File: config.mk
export PLATFORM = sky130hd
export DESIGN_NAME = light_ctrl_multi
export DESIGN_NICKNAME = d
export VERILOG_FILES = /design/src/rtl/light_ctrl_multi.sv
export SDC_FILE = /design/constraint.sdc
export NUM_CORES = 1
export LEC_CHECK = 0
export BUFFER_PORTS_ARGS = -buffer_cell sky130_fd_sc_hd__buf_4
export CAP_MARGIN = 5
export CORE_ASPECT_RATIO = 0.6
export CORE_MARGIN = 2
export CORE_UTILIZATION = 45
export CTS_CLUSTER_DIAMETER = 40
export DETAILED_ROUTE_END_ITERATION = 8
export PLACE_DENSITY = 0.71
export SKIP_LAST_GASP = 1
export SYNTH_ARGS = -nofsm -noshare
export SYNTH_HDL_FRONTEND = slang
export SYNTH_SLANG_ARGS = --single-unit
File: constraint.sdc
create_clock -name i_clk -period 2 [get_ports i_clk]
set_input_delay 0.4 -clock i_clk [delete_from_list [all_inputs] [get_ports i_clk]]
set_output_delay 0.4 -clock i_clk [all_outputs]
set_load 0.01 [all_outputs]
File: src/rtl/light_ctrl_multi.sv
`default_nettype none
// ============================================================================
//  Module      : light_ctrl_multi
//  Description : Multi-channel push-button light controller. Each channel has
//                a 2-flop synchroniser, a debouncer and a wrapping brightness
//                level counter that advances on every accepted press. A
//                global level-sensitive all-off input clears every level.
//                Optional macro LIGHT_LONG_PRESS_EN adds long-press detection
//                (level forced to 0) and defers short presses to release.
//  Revision    : 1.0 - initial release
// ============================================================================
module light_ctrl_multi #(
    parameter int NUM_CH          = 2,
    parameter int NUM_LEVELS      = 4,
    parameter int DEBOUNCE_CYCLES = 100000,
    parameter int LONG_CYCLES     = 2000000,
    localparam int LVL_W          = ($clog2(NUM_LEVELS) > 1) ? $clog2(NUM_LEVELS) : 1
) (
    input  logic                    i_clk,
    input  logic                    i_reset,
    input  logic [NUM_CH-1:0]       i_button,
    input  logic                    i_all_off,
    output logic [NUM_CH*LVL_W-1:0] o_level,
    output logic [NUM_CH-1:0]       o_press,
    output logic [NUM_CH-1:0]       o_long
);

    // Debounce counter only has to reach DEBOUNCE_CYCLES-1 before the flip.
    localparam int DB_W = ($clog2(DEBOUNCE_CYCLES) > 1) ? $clog2(DEBOUNCE_CYCLES) : 1;

    localparam logic [DB_W-1:0]  c_db_last = DB_W'(DEBOUNCE_CYCLES - 1);
    localparam logic [LVL_W-1:0] c_lvl_max = LVL_W'(NUM_LEVELS - 1);

`ifdef LIGHT_LONG_PRESS_EN
    // Hold counter saturates at LONG_CYCLES so a single hold fires once.
    localparam int HOLD_W = $clog2(LONG_CYCLES + 1);

    localparam logic [HOLD_W-1:0] c_hold_full = HOLD_W'(LONG_CYCLES);
    localparam logic [HOLD_W-1:0] c_hold_last = HOLD_W'(LONG_CYCLES - 1);
`else
    // LONG_CYCLES only matters when long-press support is compiled in.
    logic w_unused_long_cycles;
    assign w_unused_long_cycles = ^LONG_CYCLES;
`endif

    for (genvar k = 0; k < NUM_CH; k++) begin : g_ch

        logic             sync1_q, sync1_d;
        logic             sync2_q, sync2_d;
        logic             stable_q, stable_d;
        logic             stable_prev_q, stable_prev_d;
        logic [DB_W-1:0]  db_cnt_q, db_cnt_d;
        logic [LVL_W-1:0] level_q, level_d;
        logic             press_q, press_d;
        logic             w_rise;
        logic [LVL_W-1:0] w_level_inc;

        // Wrap by compare so non-power-of-two level counts never overshoot.
        assign w_level_inc = (level_q == c_lvl_max) ? '0 : level_q + 1'b1;
        assign w_rise      = stable_q & ~stable_prev_q;

        // Synchroniser shift and debounce: stable flips after a full run of mismatches.
        always_comb begin
            sync1_d       = i_button[k];
            sync2_d       = sync1_q;
            stable_d      = stable_q;
            db_cnt_d      = '0;
            stable_prev_d = stable_q;
            if (sync2_q != stable_q) begin
                if (db_cnt_q == c_db_last) begin
                    stable_d = ~stable_q;
                    db_cnt_d = '0;
                end else begin
                    db_cnt_d = db_cnt_q + 1'b1;
                end
            end
        end

`ifdef LIGHT_LONG_PRESS_EN
        logic [HOLD_W-1:0] hold_q, hold_d;
        logic              pending_q, pending_d;
        logic              long_q, long_d;
        logic              w_fall;
        logic              w_long_hit;

        assign w_fall     = ~stable_q & stable_prev_q;
        assign w_long_hit = stable_q & (hold_q == c_hold_last);

        // Level update: long hold clears, release advances if no long press fired.
        always_comb begin
            level_d   = level_q;
            press_d   = 1'b0;
            long_d    = 1'b0;
            hold_d    = hold_q;
            pending_d = pending_q;
            if (!stable_q) begin
                hold_d = '0;
            end else if (hold_q != c_hold_full) begin
                hold_d = hold_q + 1'b1;
            end
            if (w_rise) begin
                pending_d = 1'b1;
            end
            if (i_all_off) begin
                level_d   = '0;
                pending_d = 1'b0;
            end else if (w_long_hit) begin
                level_d   = '0;
                long_d    = 1'b1;
                pending_d = 1'b0;
            end else if (w_fall && pending_q) begin
                level_d   = w_level_inc;
                press_d   = 1'b1;
                pending_d = 1'b0;
            end
        end

        assign o_long[k] = long_q;
`else
        // Level update: advance on the debounced rising edge; all-off wins.
        always_comb begin
            level_d = level_q;
            press_d = 1'b0;
            if (i_all_off) begin
                level_d = '0;
            end else if (w_rise) begin
                level_d = w_level_inc;
                press_d = 1'b1;
            end
        end

        assign o_long[k] = 1'b0;
`endif

        // State registers for the whole channel, cleared asynchronously.
        always_ff @(posedge i_clk or posedge i_reset) begin
            if (i_reset) begin
                sync1_q       <= 1'b0;
                sync2_q       <= 1'b0;
                stable_q      <= 1'b0;
                stable_prev_q <= 1'b0;
                db_cnt_q      <= '0;
                level_q       <= '0;
                press_q       <= 1'b0;
`ifdef LIGHT_LONG_PRESS_EN
                hold_q        <= '0;
                pending_q     <= 1'b0;
                long_q        <= 1'b0;
`endif
            end else begin
                sync1_q       <= sync1_d;
                sync2_q       <= sync2_d;
                stable_q      <= stable_d;
                stable_prev_q <= stable_prev_d;
                db_cnt_q      <= db_cnt_d;
                level_q       <= level_d;
                press_q       <= press_d;
`ifdef LIGHT_LONG_PRESS_EN
                hold_q        <= hold_d;
                pending_q     <= pending_d;
                long_q        <= long_d;
`endif
            end
        end

        assign o_level[k*LVL_W +: LVL_W] = level_q;
        assign o_press[k]                = press_q;
    end

endmodule
`default_nettype wire

== Word-level counts from Yosys, hierarchy flattened ==
Cells that the tools add are included.

* Register bits after elaboration: 48
* Latch bits: 0
* RAM bits: 0
* ROM bits: 0
* Output and inout port bits: 8
* Memories kept: 0

* Add/sub/neg operators: 4
* Multiply operators: 0
* Div/mod/pow operators: 0
* Magnitude comparators: 0
* Equal/unequal tests: 6
* Shifts and indexed selects: 0
* Muxes and demuxes: 14
* Bitwise operators: 6
* Reductions and logical operators: 4

{| class="wikitable"
|+ Operator list
! kind !! number
|-
| 2-to-1 mux 17 bit || 4
|-
| adder 17 x 1 -> 17 bit (second input constant) || 2
|-
| equality test 17 bit (second input constant) || 2
|-
| 2-to-1 mux 2 bit || 6
|-
| adder 2 x 1 -> 2 bit (second input constant) || 2
|-
| equality test 2 bit (second input constant) || 2
|-
| 2-to-1 mux 1 bit || 4
|-
| NOT 1 bit || 4
|-
| AND reduction 2 bit || 2
|-
| nonzero test 2 bit || 2
|-
| AND 1 bit || 2
|-
| inequality test 1 bit || 2
|}

== Longest topological paths before layout ==
Gate-level depths: netlist of the first run.

* Depth after elaboration: 4
* Mapped depth: 7

== Worst setup path before layout of the first run ==
No wires, ideal clock.

* Path kind: register -> register
* From: reg g_ch[1].db_cnt_q[11]
* To: reg g_ch[1].db_cnt_q[14]
* Library setup time: 0.119 ns
* Arrival: 1.630 ns
* Setup slack: 0.251 ns
* Cell stages (with the launch flop): 7
* Period minus slack after synthesis: 1.749 ns
* Path through: dfrtp_1 -> or4_1 -> nor4_2 -> or2_1 -> buf_6 -> buf_12 -> nor2_1

* Word-level cells in the longest chain between the ends: 3
* Elaborated cells on any way between the ends: 4
* Classes of those cells: add/sub: 1; eq/ne: 1; mux: 2

{| class="wikitable"
|+ RTL lines
! what !! line !! text
|-
| start: declaration || 52 || <nowiki>logic [DB_W-1:0] db_cnt_q, db_cnt_d;</nowiki>
|-
| start signal: assignment || 155 || <nowiki>db_cnt_q <= db_cnt_d;</nowiki>
|-
| adder 17 x 1 -> 17 bit / equality test 17 bit (equally long branches) || 74, 70 ||
|-
| 2-to-1 mux 17 bit * || 70 || <nowiki>if (db_cnt_q == c_db_last) begin</nowiki>
|-
| 2-to-1 mux 17 bit * || 69 || <nowiki>if (sync2_q != stable_q) begin</nowiki>
|-
| named net g_ch[1].db_cnt_d[14] || 52 ||
|}

The timed path passes the listed nets; every way through them passes the cells marked *.
A chain may end at the register's enable or synchronous reset.

== Final worst setup path of the first run ==
* From: reg g_ch[1].db_cnt_q[11]
* To: reg g_ch[1].db_cnt_q[16]

Same word-level chain as after synthesis.

==> summary.md, run 1 <==
| Metric | Value |
|---|---|
| Count leader, synth | `dfrtp_1` |
| Sink Count | `48` |
| Levels on crit path | `5` |
| Met1 WL | `around 2.3 mm` |
| Setup TNS Final | `0 ns` |
| PostCTS Resize Cnt | `0` |
| Post-synthesis mux area share | `0.01886` |
| EDFF count, synth | `0` |
| Drc violations | `0` |
| IO Port Bufs | `10` |
| Mapped Cells | `between 200 and 250` |
| P&R area growth vs syn | `12.53%` |
| Synth top area share | `0.5324` |
| RSZ-0062 raised after global routing | `no` |
| Worst hold path class | `input pin to asynchronous set/reset pin` |
| Yosys reg bits | `48` |
| Crit Path Max Fanout | `16` |
| Cell Chain, Critical Path | `or4_1, nor4_2, or2_1, buf_12, nor2_1` |
| Placed cells | `285` |
| Metal3 WL | `234 um` |
| Final Util | `0.5393` |
| First-pass DRT Iterations | `4` |
| Number of hold violations in the final report | `0` |
| Highest routed metal layer | `met4` |
| Maxcap violations | `0` |
| PwrDens | `716.3 nW/um2` |
| Worst setup SP type | `flop` |
| Die Ht | `58.85 um` |
| Grt total ovfl | `0` |
| TritonCTS Buffers | `5` |
| Synth Area in XOR/XNOR | `0.1126` |
| Worst hold margin | `0.1409 ns` |
| Clk Latency, worst-skew pair | `approximately 0.30 ns` |
| Post-CTS setup buffer count | `0` |
| Core ar. | `4707 um2` |
| WL per Instance | `13.86 um` |
| Initial antenna violation count | `0` |
| Routability congestion estimate | `0.8920` |
| Post-DP HPWL | `2.921 mm` |
| H-tree depth | `2` |
| Initial core utilization | `0.4793` |
| Tcrit/Tclk final | `0.9181` |
| Fin cells | `293` |
| CP Buf/Inv Count | `1` |
| YS warnings | `0` |
| Final slew viol count | `0` |
| Share of flip-flops with an asynchronous set or reset | `1.000` |
| Clock tree buffer depth | `2` |
| Synthesized cell area | `2256 um2` |
| Synth Area in Compound Gates | `0.02551` |
| R2R depth | `5` |
| Worst vdd ir | `0.3073 mV` |
| Root Buffer | `clkbuf_8` |
| Min Tclk post-route | `approximately 1.8 ns` |
| Syn_area_per_cell | `10.69 um2` |
| GR Util All Layers | `0.1601` |
| Largest family of logic cells by synthesized area | `simple AND/OR/NAND/NOR gates` |
| Number of diodes | `0` |
| Outcome | `complete, no violations` |
| CP max stage delay | `0.55 ns` |
| Die Wd | `95.41 um` |
| Placement row count | `19` |
| Commonest cells in the synthesized netlist | `dfrtp_1, nor2_1, xor2_1, xnor2_1` |
| Vias per inst | `5.239` |
| Final nets | `238` |
| Critical path class | `flop to flop` |
| Crit path capture type | `flop` |
| CP required | `2.19 ns` |
| Largest net degree at the start of global routing | `25` |
| Boundary pin count | `13` |
| DR iter-0 viols | `124` |
| Dominant synthesized flop cell | `dfrtp_1` |
| PnR Total Power | `1818 uW` |
| Register area share after synthesis | `0.5324` |
| Synth area leader | `dfrtp_1` |
| Clk_skew | `0.004384 ns` |
| Top post-synthesis cells by area | `dfrtp_1, nor2_1, xor2_1, xnor2_1, nand4_1` |
| Adder-cell share of the synthesized area | `0.02219` |
| First-pass GRT wire length | `6.630 mm` |
| Synth cell types | `33` |
| Fmax | `544.6 MHz` |
| CP max-delay cell | `or4_1` |
| Cell leakage power | `0.001129 uW` |
| CTS tree | `built` |
| Via count | `between 1.5k and 2k` |
| Total Die Area | `5614 um2` |
| Crit path max-delay family | `simple AND/OR/NAND/NOR gates` |
| Layout cell share with drive strength beyond 1 | `0.1435` |
| Synth Area in Simple Gates | `0.2440` |
| Vias in the first global route | `1304` |
| Routed Antenna Nets | `0` |
| Wire length on met2 | `~1.5 mm` |
| Crit path DAT | `2.03 ns` |
| Clock transition at path regs | `0.08 ns` |
| Final Setup Violations | `0` |
| CTS Hold Bufs | `0` |
| Post-Route WL | `4.061 mm` |
[path summary, 6_finish.rpt]
path                       slack [ns]                    to                  from
min                              0.14   g_ch[0].db_cnt_q[2]               i_reset
min reg2reg                      0.35       g_ch[0].sync2_q       g_ch[0].sync1_q
max                              0.16  g_ch[1].db_cnt_q[16]  g_ch[1].db_cnt_q[11]
min in group i_clk               0.20       g_ch[1].sync1_q           i_button[1]
max in group asynchronous        1.63       g_ch[1].sync1_q               i_reset
max reg2reg                      0.16  g_ch[1].db_cnt_q[16]  g_ch[1].db_cnt_q[11]
[cell type report]
cell class	count	area, um2
fillers	405	2168
flip-flops and latches	48	1201
multi-input cells	151	962.2
repair buffers	19	155.1
clock buffers	7	96.34
well taps	63	78.83
clock inverters	1	30.03
inverters	4	15.01
[tightest hold or removal path, cell delays in order]
cell,delay (ns)
buf_4,0.11
inv_2,0.04
buf_4,0.28
[metal layers]
layer | vias up | GRT usage
met3 | 11 | 0.04225
met5 | - | 0
li1 | 771 | -
met1 | 708 | 0.2697
met2 | 45 | 0.1871
met4 | 0 | 0.06122
[flip-flops by register name, summed over array words and instances, names as in the netlist]
| signal | cells |
|---|---|
| g_ch.sync1_q | 2 |
| g_ch.press_q | 2 |
| g_ch.level_q | 4 |
| g_ch.db_cnt_q | 34 |
| g_ch.sync2_q | 2 |
| g_ch.stable_prev_q | 2 |
| g_ch.stable_prev_d | 2 |
[power by group]
group | switching (uW) | total (uW) | internal [uW]
Clock | 310 | 751 | 441
Combinational | 45.2 | 71.5 | 26.3
Sequential | 12.9 | 996 | 983
Total | 368 | 1820 | 1450
[per-stage QoR]
stage | setup WS, ns | area, um2
3_5_place_dp | 0.2064 | 2412
3_3_place_gp | 0.2403 | 2412
2_1_floorplan | 0.2509 | 2260
6_report | 0.1639 | 2539
4_1_cts | 0.1940 | 2539
5_1_grt | 0.09864 | 2539
[layout by cell type (no fill, tap or decap), drive strengths merged, types with 3 or more instances in the layout]
cell | synthesis | routed
a21oi | 5 | 5
and4 | 6 | 6
buf | 8 | 19
clkbuf | 1 | 7
dfrtp | 48 | 48
ha | 4 | 4
inv | 4 | 4
nand2 | 7 | 7
nand3 | 13 | 13
nand4 | 14 | 14
nor2 | 38 | 38
nor3 | 6 | 6
nor4 | 8 | 8
o31ai | 3 | 3
or4 | 4 | 4
xnor2 | 14 | 14
xor2 | 15 | 15
[cells by family (layout without fill, tap and decap cells)]
| kind of cell | count (synthesis) | count (layout) |
|---|---|---|
| AND/OR/NAND/NOR | 103 | 103 |
| buffers and inverters | 13 | 31 |
| other | 1 | 2 |
| multiplexers | 4 | 4 |
| XOR/XNOR | 29 | 29 |
| adder cells (fa/ha/maj) | 4 | 4 |
| flip-flops | 48 | 48 |
| AO/OA/AOI/OAI | 9 | 9 |
No activity file was read; power rests on OpenSTA's default activity.
==> run 2: changes to the inputs <==
==> config.mk (replaced) <==
export PLATFORM = sky130hd
export DESIGN_NAME = light_ctrl_multi
export DESIGN_NICKNAME = d
export VERILOG_FILES = /design/src/rtl/light_ctrl_multi.sv
export SDC_FILE = /design/constraint.sdc
export NUM_CORES = 1
export LEC_CHECK = 0
export CAP_MARGIN = 5
export CORE_ASPECT_RATIO = 0.6
export CORE_MARGIN = 2
export CORE_UTILIZATION = 45
export CTS_CLUSTER_DIAMETER = 100
export DETAILED_ROUTE_END_ITERATION = 8
export DONT_BUFFER_PORTS = 1
export PLACE_DENSITY = 0.69
export SKIP_LAST_GASP = 1
export SYNTH_ARGS = -nofsm -noshare
export SYNTH_HDL_FRONTEND = slang
export SYNTH_SLANG_ARGS = --single-unit
==> summary.md, run 2 (synthesized netlist as in run 1, its figures left out) <==
| Metric | Value |
|---|---|
| Outcome | `complete, no violations` |
| Sink Count | `48 (unchanged)` |
| First-pass DRT Iterations | `4 (unchanged)` |
| CP required | `2.18 ns (about the same)` |
| Top flop regs | `g_ch.db_cnt_q x34, g_ch.level_q x4` |
| Number of diodes | `0 (unchanged)` |
| Number of hold violations in the final report | `0 (unchanged)` |
| Crit path DAT | `1.99 ns (-0.04 ns)` |
| Maxcap violations | `0 (unchanged)` |
| Max reg flops | `34 (unchanged)` |
| Post-DP HPWL | `3.115 mm (+6.6%)` |
| Grt total ovfl | `0 (unchanged)` |
| Core ar. | `4707 um2 (unchanged)` |
| Drc violations | `0 (unchanged)` |
| Final Util | `0.5165 (-0.02286)` |
| Initial core utilization | `0.4793 (unchanged)` |
| Boundary pin count | `13 (unchanged)` |
| Most flops, register | `g_ch.db_cnt_q` |
| RSZ-0062 raised after global routing | `no` |
| P&R area growth vs syn | `7.765%` |
| Crit Path Max Fanout | `12 (-4)` |
| Tcrit/Tclk final | `0.9035 (-0.01461)` |
| Commonest non-fill, non-tap cell in the layout | `dfrtp_1` |
| PwrDens | `680.9 nW/um2 (-4.9%)` |
| Final Setup Violations | `0 (unchanged)` |
| Worst setup SP type | `flop` |
| WL per Instance | `14.86 um (+7.2%)` |
| Final WS setup | `0.1931 ns (+0.02922 ns)` |
| First-pass GRT wire length | `7.176 mm (+8.2%)` |
| Worst hold margin | `0.01667 ns (-0.1242 ns)` |
| Root Buffer | `clkbuf_8` |
| Vias in the first global route | `1408 (+8.0%)` |
| Critical path class | `flop to flop` |
| Fillers | `429 (+5.9%)` |
| Routed Antenna Nets | `0 (unchanged)` |
| Clock transition at path regs | `0.09 ns (about the same)` |
| Clk Latency, worst-skew pair | `0.29 ns (about the same)` |
| GR Util All Layers | `0.1702 (+0.01013)` |
| CTS tree | `built` |
| TritonCTS Buffers | `5 (unchanged)` |
| H-tree depth | `2 (unchanged)` |
| Layout cell share with drive strength beyond 1 | `0.1000 (-0.04348)` |
| Vias per inst | `5.367 (+2.5%)` |
| Total Die Area | `5614 um2 (unchanged)` |
| Die Ht | `58.85 um (unchanged)` |
| CTS Hold Bufs | `0 (unchanged)` |
| Cell leakage power | `0.001056 uW (-6.5%)` |
| Fmax | `553.4 MHz (+1.6%)` |
| Post-CTS setup buffer count | `0 (unchanged)` |
| DR iter-0 viols | `113 (-8.9%)` |
| Post-Route WL | `4.206 mm (+3.6%)` |
| Crit path capture type | `flop` |
| Worst vdd ir | `0.3794 mV (+23%)` |
| PostCTS Resize Cnt | `0 (unchanged)` |
| Routability congestion estimate | `0.8796 (-1.4%)` |
| Relative slew slack | `0.6449` |
| Via count | `1519 (-1.0%)` |
| R2R depth | `5 (unchanged)` |
| Worst hold path class | `input pin to asynchronous set/reset pin` |
| Placement row count | `19 (unchanged)` |
| Final slew viol count | `0 (unchanged)` |
| Post-Place Setup Slack | `0.2033 ns (-0.003086 ns)` |
| Final nets | `228 (-4.2%)` |
| Largest net degree at the start of global routing | `26 (+4.0%)` |
| Most frequent cells in the layout | `dfrtp_1, nor2_1, xor2_1` |
| Clk_skew | `0.01468 ns (+0.01029 ns)` |
| Setup TNS Final | `0 ns (unchanged)` |
| Clock tree buffer depth | `2 (unchanged)` |
| IO Port Bufs | `0 (-10)` |
| Die Wd | `95.41 um (unchanged)` |
| Initial antenna violation count | `0 (unchanged)` |
| Worst-Margin Slew | `0.5319 ns` |
| Min Tclk post-route | `1.807 ns (-0.02922 ns)` |
-- run 2: cell count changes in the layout (fill, tap and decap cells not counted), sizes merged --
cell | before | now
buf | 19 | 9
clkinvlp | 0 | 1
bufinv | 1 | 0
-- run 2: area by class of cell --
cell class | count | area, um2 | area share
well taps | 63 | 78.83 | 0.03242
repair buffers | 9 | 80.08 | 0.03294
clock inverters | 1 | 7.507 | 0.003088
flip-flops and latches | 48 | 1201 | 0.4941
inverters | 4 | 15.01 | 0.006176
multi-input cells | 151 | 962.2 | 0.3958
clock buffers | 7 | 86.33 | 0.03551
-- run 2: critical path, stage by stage, from the launching register on --
cell     delay (ns)
dfrtp_1        0.43
or4_1          0.55
nor4_2         0.31
or2_1          0.16
buf_4          0.19
nor2_1         0.07
-- run 2: where the power goes --
group / switching [uW] / leakage (uW) / internal, uW
clock: 312 / 0.0000445 / 281
combinational: 43.5 / 0.000355 / 21.3
sequential: 13.3 / 0.000656 / 984
total: 369 / 0.00106 / 1290
-- run 2: layer usage --
metal,up-vias,part of all wire,global-route usage
met5,-,0,0
met4,0,0.0045,0.03673
met3,2,0.060,0.04481
met2,32,0.37,0.2153
met1,735,0.56,0.2838
li1,750,-,-
-- run 2: worst paths after layout --
check	start	endpoint	slack [ns]
setup reg to reg	g_ch[1].db_cnt_q[11]	g_ch[1].db_cnt_q[3]	0.19
setup / recovery	g_ch[1].db_cnt_q[11]	g_ch[1].db_cnt_q[3]	0.19
max in group asynchronous	i_reset	g_ch[0].sync2_q	1.48
min in group i_clk	i_button[0]	g_ch[0].sync1_q	0.13
hold reg to reg	g_ch[0].sync1_q	g_ch[0].sync2_q	0.36
hold / removal	i_reset	g_ch[1].db_cnt_q[16]	0.02
-- run 2: per-stage QoR --
stage / total power [uW] / cells / cell area [um2]
after global placement: 1081 / 275 / 2337
final: 1655 / 283 / 2431
after CTS: 1683 / 283 / 2431
after floorplan: 1066 / 212 / 2260
after global routing: 1739 / 283 / 2431
after detailed placement: 1083 / 275 / 2337
